$ cat src/rtl/vm_pkg.sv
// Shared definitions for the byte-to-element path; the element width default lives
// here so the assembler and the element controller cannot disagree.
package vm_pkg;

  localparam int BYTE_W                = 8;
  localparam int DEFAULT_ELEMENT_WIDTH = 3;

  typedef enum logic {
    ASM_IDLE    = 1'b0,
    ASM_COLLECT = 1'b1
  } asm_state_t;

  // Bits needed to count 0..limit-1, never less than one.
  function automatic int timer_width(input int limit);
    return (limit > 1) ? $clog2(limit) : 1;
  endfunction

endpackage

$ cat src/rtl/element_assembler_idle_timer.sv
// Inter-byte idle timer: counts enabled cycles, pulses expire combinationally on the
// last allowed cycle; a LIMIT of 0 disables it entirely.
module idle_timer #(
  parameter int LIMIT = 100000,
  parameter int WIDTH = 17
) (
  input  logic clk,
  input  logic reset,
  input  logic enable,
  input  logic clear,
  output logic expire
);

  generate
    if (LIMIT == 0) begin : g_off
      logic unused;
      assign unused = &{1'b0, clk, reset, enable, clear};
      assign expire = 1'b0;
    end else begin : g_on
      localparam logic [WIDTH-1:0] LAST = WIDTH'(LIMIT - 1);
      logic [WIDTH-1:0] count;

      always_ff @(posedge clk or negedge reset) begin
        if (!reset) begin
          count <= '0;
        end else if (clear) begin
          count <= '0;
        end else if (enable) begin
          count <= (count == LAST) ? '0 : count + 1'b1;
        end
      end

      // A clear in the final cycle (a byte or flush arriving) suppresses the expiry.
      assign expire = enable && !clear && (count == LAST);
    end
  endgenerate

endmodule

$ cat src/rtl/element_assembler.sv
// Packs ELEMENT_WIDTH bytes MSB-first into one element, pulsing element_ready 1 clk after
// the final byte; no backpressure. Stale partials are dropped on idle timeout or flush.
module element_assembler
  import vm_pkg::*;
#(
  parameter int ELEMENT_WIDTH  = DEFAULT_ELEMENT_WIDTH,
  parameter int TIMEOUT_CYCLES = 100000,
  parameter int COUNT_WIDTH    = 16
) (
  input  logic                              clk,
  input  logic                              reset,
  input  logic [BYTE_W-1:0]                 byte_in,
  input  logic                              byte_valid,
  input  logic                              flush,
  output logic [ELEMENT_WIDTH*BYTE_W-1:0]   element,
  output logic                              element_ready,
  output logic [$clog2(ELEMENT_WIDTH):0]    byte_index,
  output logic                              timeout_err,
  output logic [COUNT_WIDTH-1:0]            element_count
);

  localparam int                EW_BITS  = ELEMENT_WIDTH * BYTE_W;
  localparam int                IDX_W    = $clog2(ELEMENT_WIDTH) + 1;
  localparam logic [IDX_W-1:0]  LAST_IDX = IDX_W'(ELEMENT_WIDTH - 1);
  localparam int                TMR_W    = timer_width(TIMEOUT_CYCLES);

  asm_state_t          state;
  logic [EW_BITS-1:0]  shreg;
  logic [EW_BITS-1:0]  base_word;
  logic [EW_BITS-1:0]  packed_word;
  logic                last_byte;
  logic                timer_en;
  logic                timer_clear;
  logic                expire;

  // In IDLE the register contents are ignored, so the first byte lands alone in the
  // low byte and reaches the top after ELEMENT_WIDTH-1 further shifts.
  always_comb begin
    base_word = '0;
    if (state == ASM_COLLECT) begin
      base_word = shreg;
    end
  end

  assign packed_word = (base_word << BYTE_W) | EW_BITS'(byte_in);
  assign last_byte   = (byte_index == LAST_IDX);
  assign timer_en    = (state == ASM_COLLECT);
  assign timer_clear = byte_valid || flush || (state == ASM_IDLE);

  idle_timer #(
    .LIMIT (TIMEOUT_CYCLES),
    .WIDTH (TMR_W)
  ) u_idle_timer (
    .clk    (clk),
    .reset  (reset),
    .enable (timer_en),
    .clear  (timer_clear),
    .expire (expire)
  );

  // Priority: flush, then an arriving byte, then timeout.
  always_ff @(posedge clk or negedge reset) begin
    if (!reset) begin
      state         <= ASM_IDLE;
      shreg         <= '0;
      byte_index    <= '0;
      element       <= '0;
      element_ready <= 1'b0;
      timeout_err   <= 1'b0;
      element_count <= '0;
    end else begin
      element_ready <= 1'b0;
      timeout_err   <= 1'b0;
      if (flush) begin
        state      <= ASM_IDLE;
        shreg      <= '0;
        byte_index <= '0;
      end else if (byte_valid) begin
        if (last_byte) begin
          element       <= packed_word;
          element_ready <= 1'b1;
          element_count <= element_count + 1'b1;
          shreg         <= '0;
          byte_index    <= '0;
          state         <= ASM_IDLE;
        end else begin
          shreg      <= packed_word;
          byte_index <= byte_index + 1'b1;
          state      <= ASM_COLLECT;
        end
      end else if (expire) begin
        state       <= ASM_IDLE;
        shreg       <= '0;
        byte_index  <= '0;
        timeout_err <= 1'b1;
      end
    end
  end

endmodule

$ cat config.mk
export PLATFORM = sky130hd
export DESIGN_NAME = element_assembler
export DESIGN_NICKNAME = d
export VERILOG_FILES = /design/src/rtl/vm_pkg.sv /design/src/rtl/element_assembler_idle_timer.sv /design/src/rtl/element_assembler.sv
export SDC_FILE = /design/constraint.sdc
export NUM_CORES = 1
export LEC_CHECK = 0
export BUFFER_PORTS_ARGS = -buffer_cell sky130_fd_sc_hd__buf_2
export CORE_MARGIN = 2
export CORE_UTILIZATION = 41
export DETAILED_ROUTE_END_ITERATION = 16
export REMOVE_ABC_BUFFERS = 1
export SYNTH_ARGS = -nofsm -noshare
export SYNTH_HDL_FRONTEND = slang
export SYNTH_SLANG_ARGS = --single-unit
$ cat constraint.sdc
create_clock -name clk -period 1.9 [get_ports clk]
set_input_delay 0.285 -clock clk [delete_from_list [all_inputs] [get_ports clk]]
set_output_delay 0.285 -clock clk [all_outputs]
set_load 0.01 [all_outputs]
==> results.json <==
{
  "status": "completed",
  "cts_buffers": 9,
  "setup_violations": 0,
  "synth.most_common_cell": "dfrtp_1",
  "slew_headroom_pct": 61.2,
  "holdPathStages": 3,
  "path_class": "flop to flop",
  "yosys_warnings": 0,
  "worstHoldStart": "byte_in[4]",
  "fillers": 750,
  "crit_start": "u_idle_timer.g_on.count[12]",
  "crit_buf_inv": 1,
  "synth_cell_types": 40,
  "synth_top_area_share_pct": 58.3,
  "ys_seq_elements": 79,
  "startpoint_type": "flop",
  "grt.total_usage_pct": 16.9,
  "syn-cell-area_um2": 3390,
  "cpMaxStageDelayCell": "dfrtp_1",
  "core-area_um2": 8130,
  "area.sequential_um2": 1980,
  "end_kind": "flop",
  "crit_chain": "or3_4, nor4_4, buf_4, a311oi_4, mux2_2",
  "drt_wl_total_mm": 6.99,
  "yosysSeqAreaShare_pct": 58.3,
  "timing.hold.ws_ps": 156,
  "drive_gt1_share_pct": 29.0,
  "period_share_pct": 96.1,
  "timing.fmax_ghz": 0.548,
  "start_util_pct": 41.7,
  "cts_tree": "built",
  "required_ps": 2120,
  "antenna_found_initial": 0,
  "drc_errors": 0,
  "holdCritPathClass": "input port to flop",
  "fin_crit_ps": 1830,
  "cts_buffer_depth": 2,
  "die_h_um": 94.9,
  "clk-insertion-delay-late_ps": 340,
  "htree_levels": 3,
  "synth_area_leaders": "dfrtp_1 58%, nand2_1 8.3%, xor2_1 5.2%",
  "critPathTopFamily": "simple AND/OR/NAND/NOR gates",
  "dr.pass1.iters": 4,
  "finalHoldViolCount": 0,
  "area_delta_synth_final_pct": 22.5,
  "whs_endpoint": "element[4]",
  "synth_edf_count": 0,
  "grt_pass1_vias": 2389,
  "die_area_um2": 9010,
  "r2r_end": "byte_index[0]",
  "cap_violations": 0,
  "power.density_nw_per_um2": 873,
  "root_buffer": "clkbuf_8",
  "dp.final_hpwl_mm": 4.68,
  "reg2reg_from": "u_idle_timer.g_on.count[12]",
  "reg2reg_depth": 5,
  "vias": 2476,
  "placed_cell_area_um2": 3830,
  "slowest_delay_ps": 410,
  "synth_flop_cell": "dfrtp_1",
  "crit_arrival_ps": 2050,
  "peakVddDrop_mv": 0.388,
  "clkTransAtPathRegs_ps": 70,
  "grt_overflow": 0,
  "clkSinkCount": 79,
  "syn_area_per_cell_um2": 10.7,
  "drt-wirelength-per-cell_um": 14.1,
  "gp_congestion": 0.832,
  "drtIter0Drc": 101,
  "synth_cells": 317,
  "worst_slew_pin_slew_ps": 583,
  "r2r_slack_ps": 70,
  "fp-row-count": 33,
  "io_pins": 57,
  "rsz0062_at_grt": "no",
  "async_reset_ff_share_pct": 100,
  "slew_viol_final": 0,
  "grt_max_degree": 39,
  "antenna_left": 0,
  "via_per_inst": 5.00,
  "p_leak_uw": 0.00212,
  "port_buffers": 56,
  "nets": 401,
  "final_cell_area_um2": 4160,
  "antennaDiodeCount": 0,
  "cp_num_cells": 5,
  "dieWidth_um": 94.9,
  "yosys-top-cells-count": "79 x dfrtp_1, 75 x nand2_1, 27 x nand3_1",
  "multi_input_area_um2": 1370,
  "grt_pass1_wl_mm": 11.6,
  "skew_ps": 5.74,
  "yosys.area.top_type": "dfrtp_1",
  "cp_max_fo": 10
}
[cell type report]
type                            instances  area share [%]
Sequential cell                        79            47.6
Multi-Input combinational cell        221            33.0
Timing Repair Buffer                   70            10.1
Clock buffer                           10            3.31
Tap cell                              105            3.16
Clock inverter                          4            2.29
Inverter                                6           0.542
[worst register-to-register path, delay by kind of cell (launching register included)]
| family | cells | cell delay [ps] |
|---|---|---|
| buffers and inverters | 1 | 180 |
| flip-flops | 1 | 410 |
| multiplexers | 1 | 320 |
| AO/OA/AOI/OAI | 1 | 170 |
| AND/OR/NAND/NOR | 2 | 640 |
[timing repair]
item,CTS,global route
hold buffers,1,0
pin swaps,2,2
cloned,1,0
setup endpoints to repair,19,18
buffers inserted,1,4
endpoints found under the hold margin,24,0
gates resized for setup,2,4
[power breakdown]
part / switching [µW] / total [µW] / leakage, µW / internal [µW]
Sequential: 79.6 / 1850 / 0.00108 / 1770
Combinational: 194 / 328 / 0.000926 / 134
Clock: 559 / 1450 / 0.000118 / 892
[cells by family (layout without fill, tap and decap cells)]
logic type                 Yosys count  count (layout)  share of synthesized area [%]
buffers and inverters               18              90                           2.55
adders and majority gates            2               2                          0.738
muxes                                1               1                          0.332
and+or+nand+nor                    162             162                           23.5
DFF                                 79              79                           58.3
AOI/OAI and AO/OA                   26              27                           7.05
xor gates and xnor gates            29              29                           7.49
[cells in the final DEF (no fill, tap or decap), types with 2 or more instances in the layout]
cell       Yosys  layout
clkbuf_8       0      10
a21oi_1        2       2
nor3_1         7       5
dfrtp_1       79      79
a311oi_4       1       2
nand2_1       75      75
buf_12         0       2
nor3_2         0       2
a22o_2        13      13
o21ai_0        4       4
and4_1         3       3
nand4_1        9       9
buf_2          5      55
inv_1          5       5
bufinv_16      0       3
xnor2_1        9       9
xor2_1        20      20
or3_1          2       2
nand3_1       27      27
buf_4          1      11
nor4_1         3       3
a22o_1         5       5
nor2_1        22      22
and4_2         2       2
[registers in the layout, indices dropped and copies added, names as in the netlist]
| register | cells |
|---|---|
| byte_index | 3 |
| element | 24 |
| element_count | 16 |
| element_ready | 1 |
| shreg | 16 |
| state | 1 |
| timeout_err | 1 |
| u_idle_timer.g_on.count | 17 |
[metal layers]
metal,vias up,track usage (%),routed length [µm]
met5,-,0,0
met4,0,7.00,134
met3,14,3.51,251
met2,39,26.3,3330
met1,1197,23.0,3270
li1,1226,-,-
[stage by stage]
| stage | instances | util (%) | TNS, ps | setup slack (ps) | total power, µW |
|---|---|---|---|---|---|
| global route | 495 | 51.1 | 0 | 3.73 | 3800 |
| global placement | 474 | 47.0 | 0 | 0.101 | 2200 |
| floorplan | 305 | - | -5180 | -223 | 2020 |
| detailed placement | 474 | 47.0 | -563 | -56.4 | 2210 |
| CTS | 491 | 50.5 | -3.45 | -3.45 | 3680 |
| finish | 495 | 51.1 | 0 | 73.7 | 3630 |
[worst max path at each step]
stage	slack (ps)	to
final	70	byte_index[0]
after CTS	-3	byte_index[0]
after global placement	0.1	byte_index[0]
after floorplan	-220	element_count[2]
after global routing	4	element_count[13]
after detailed placement	-60	byte_index[0]
Power figures use the tool's default switching activity.
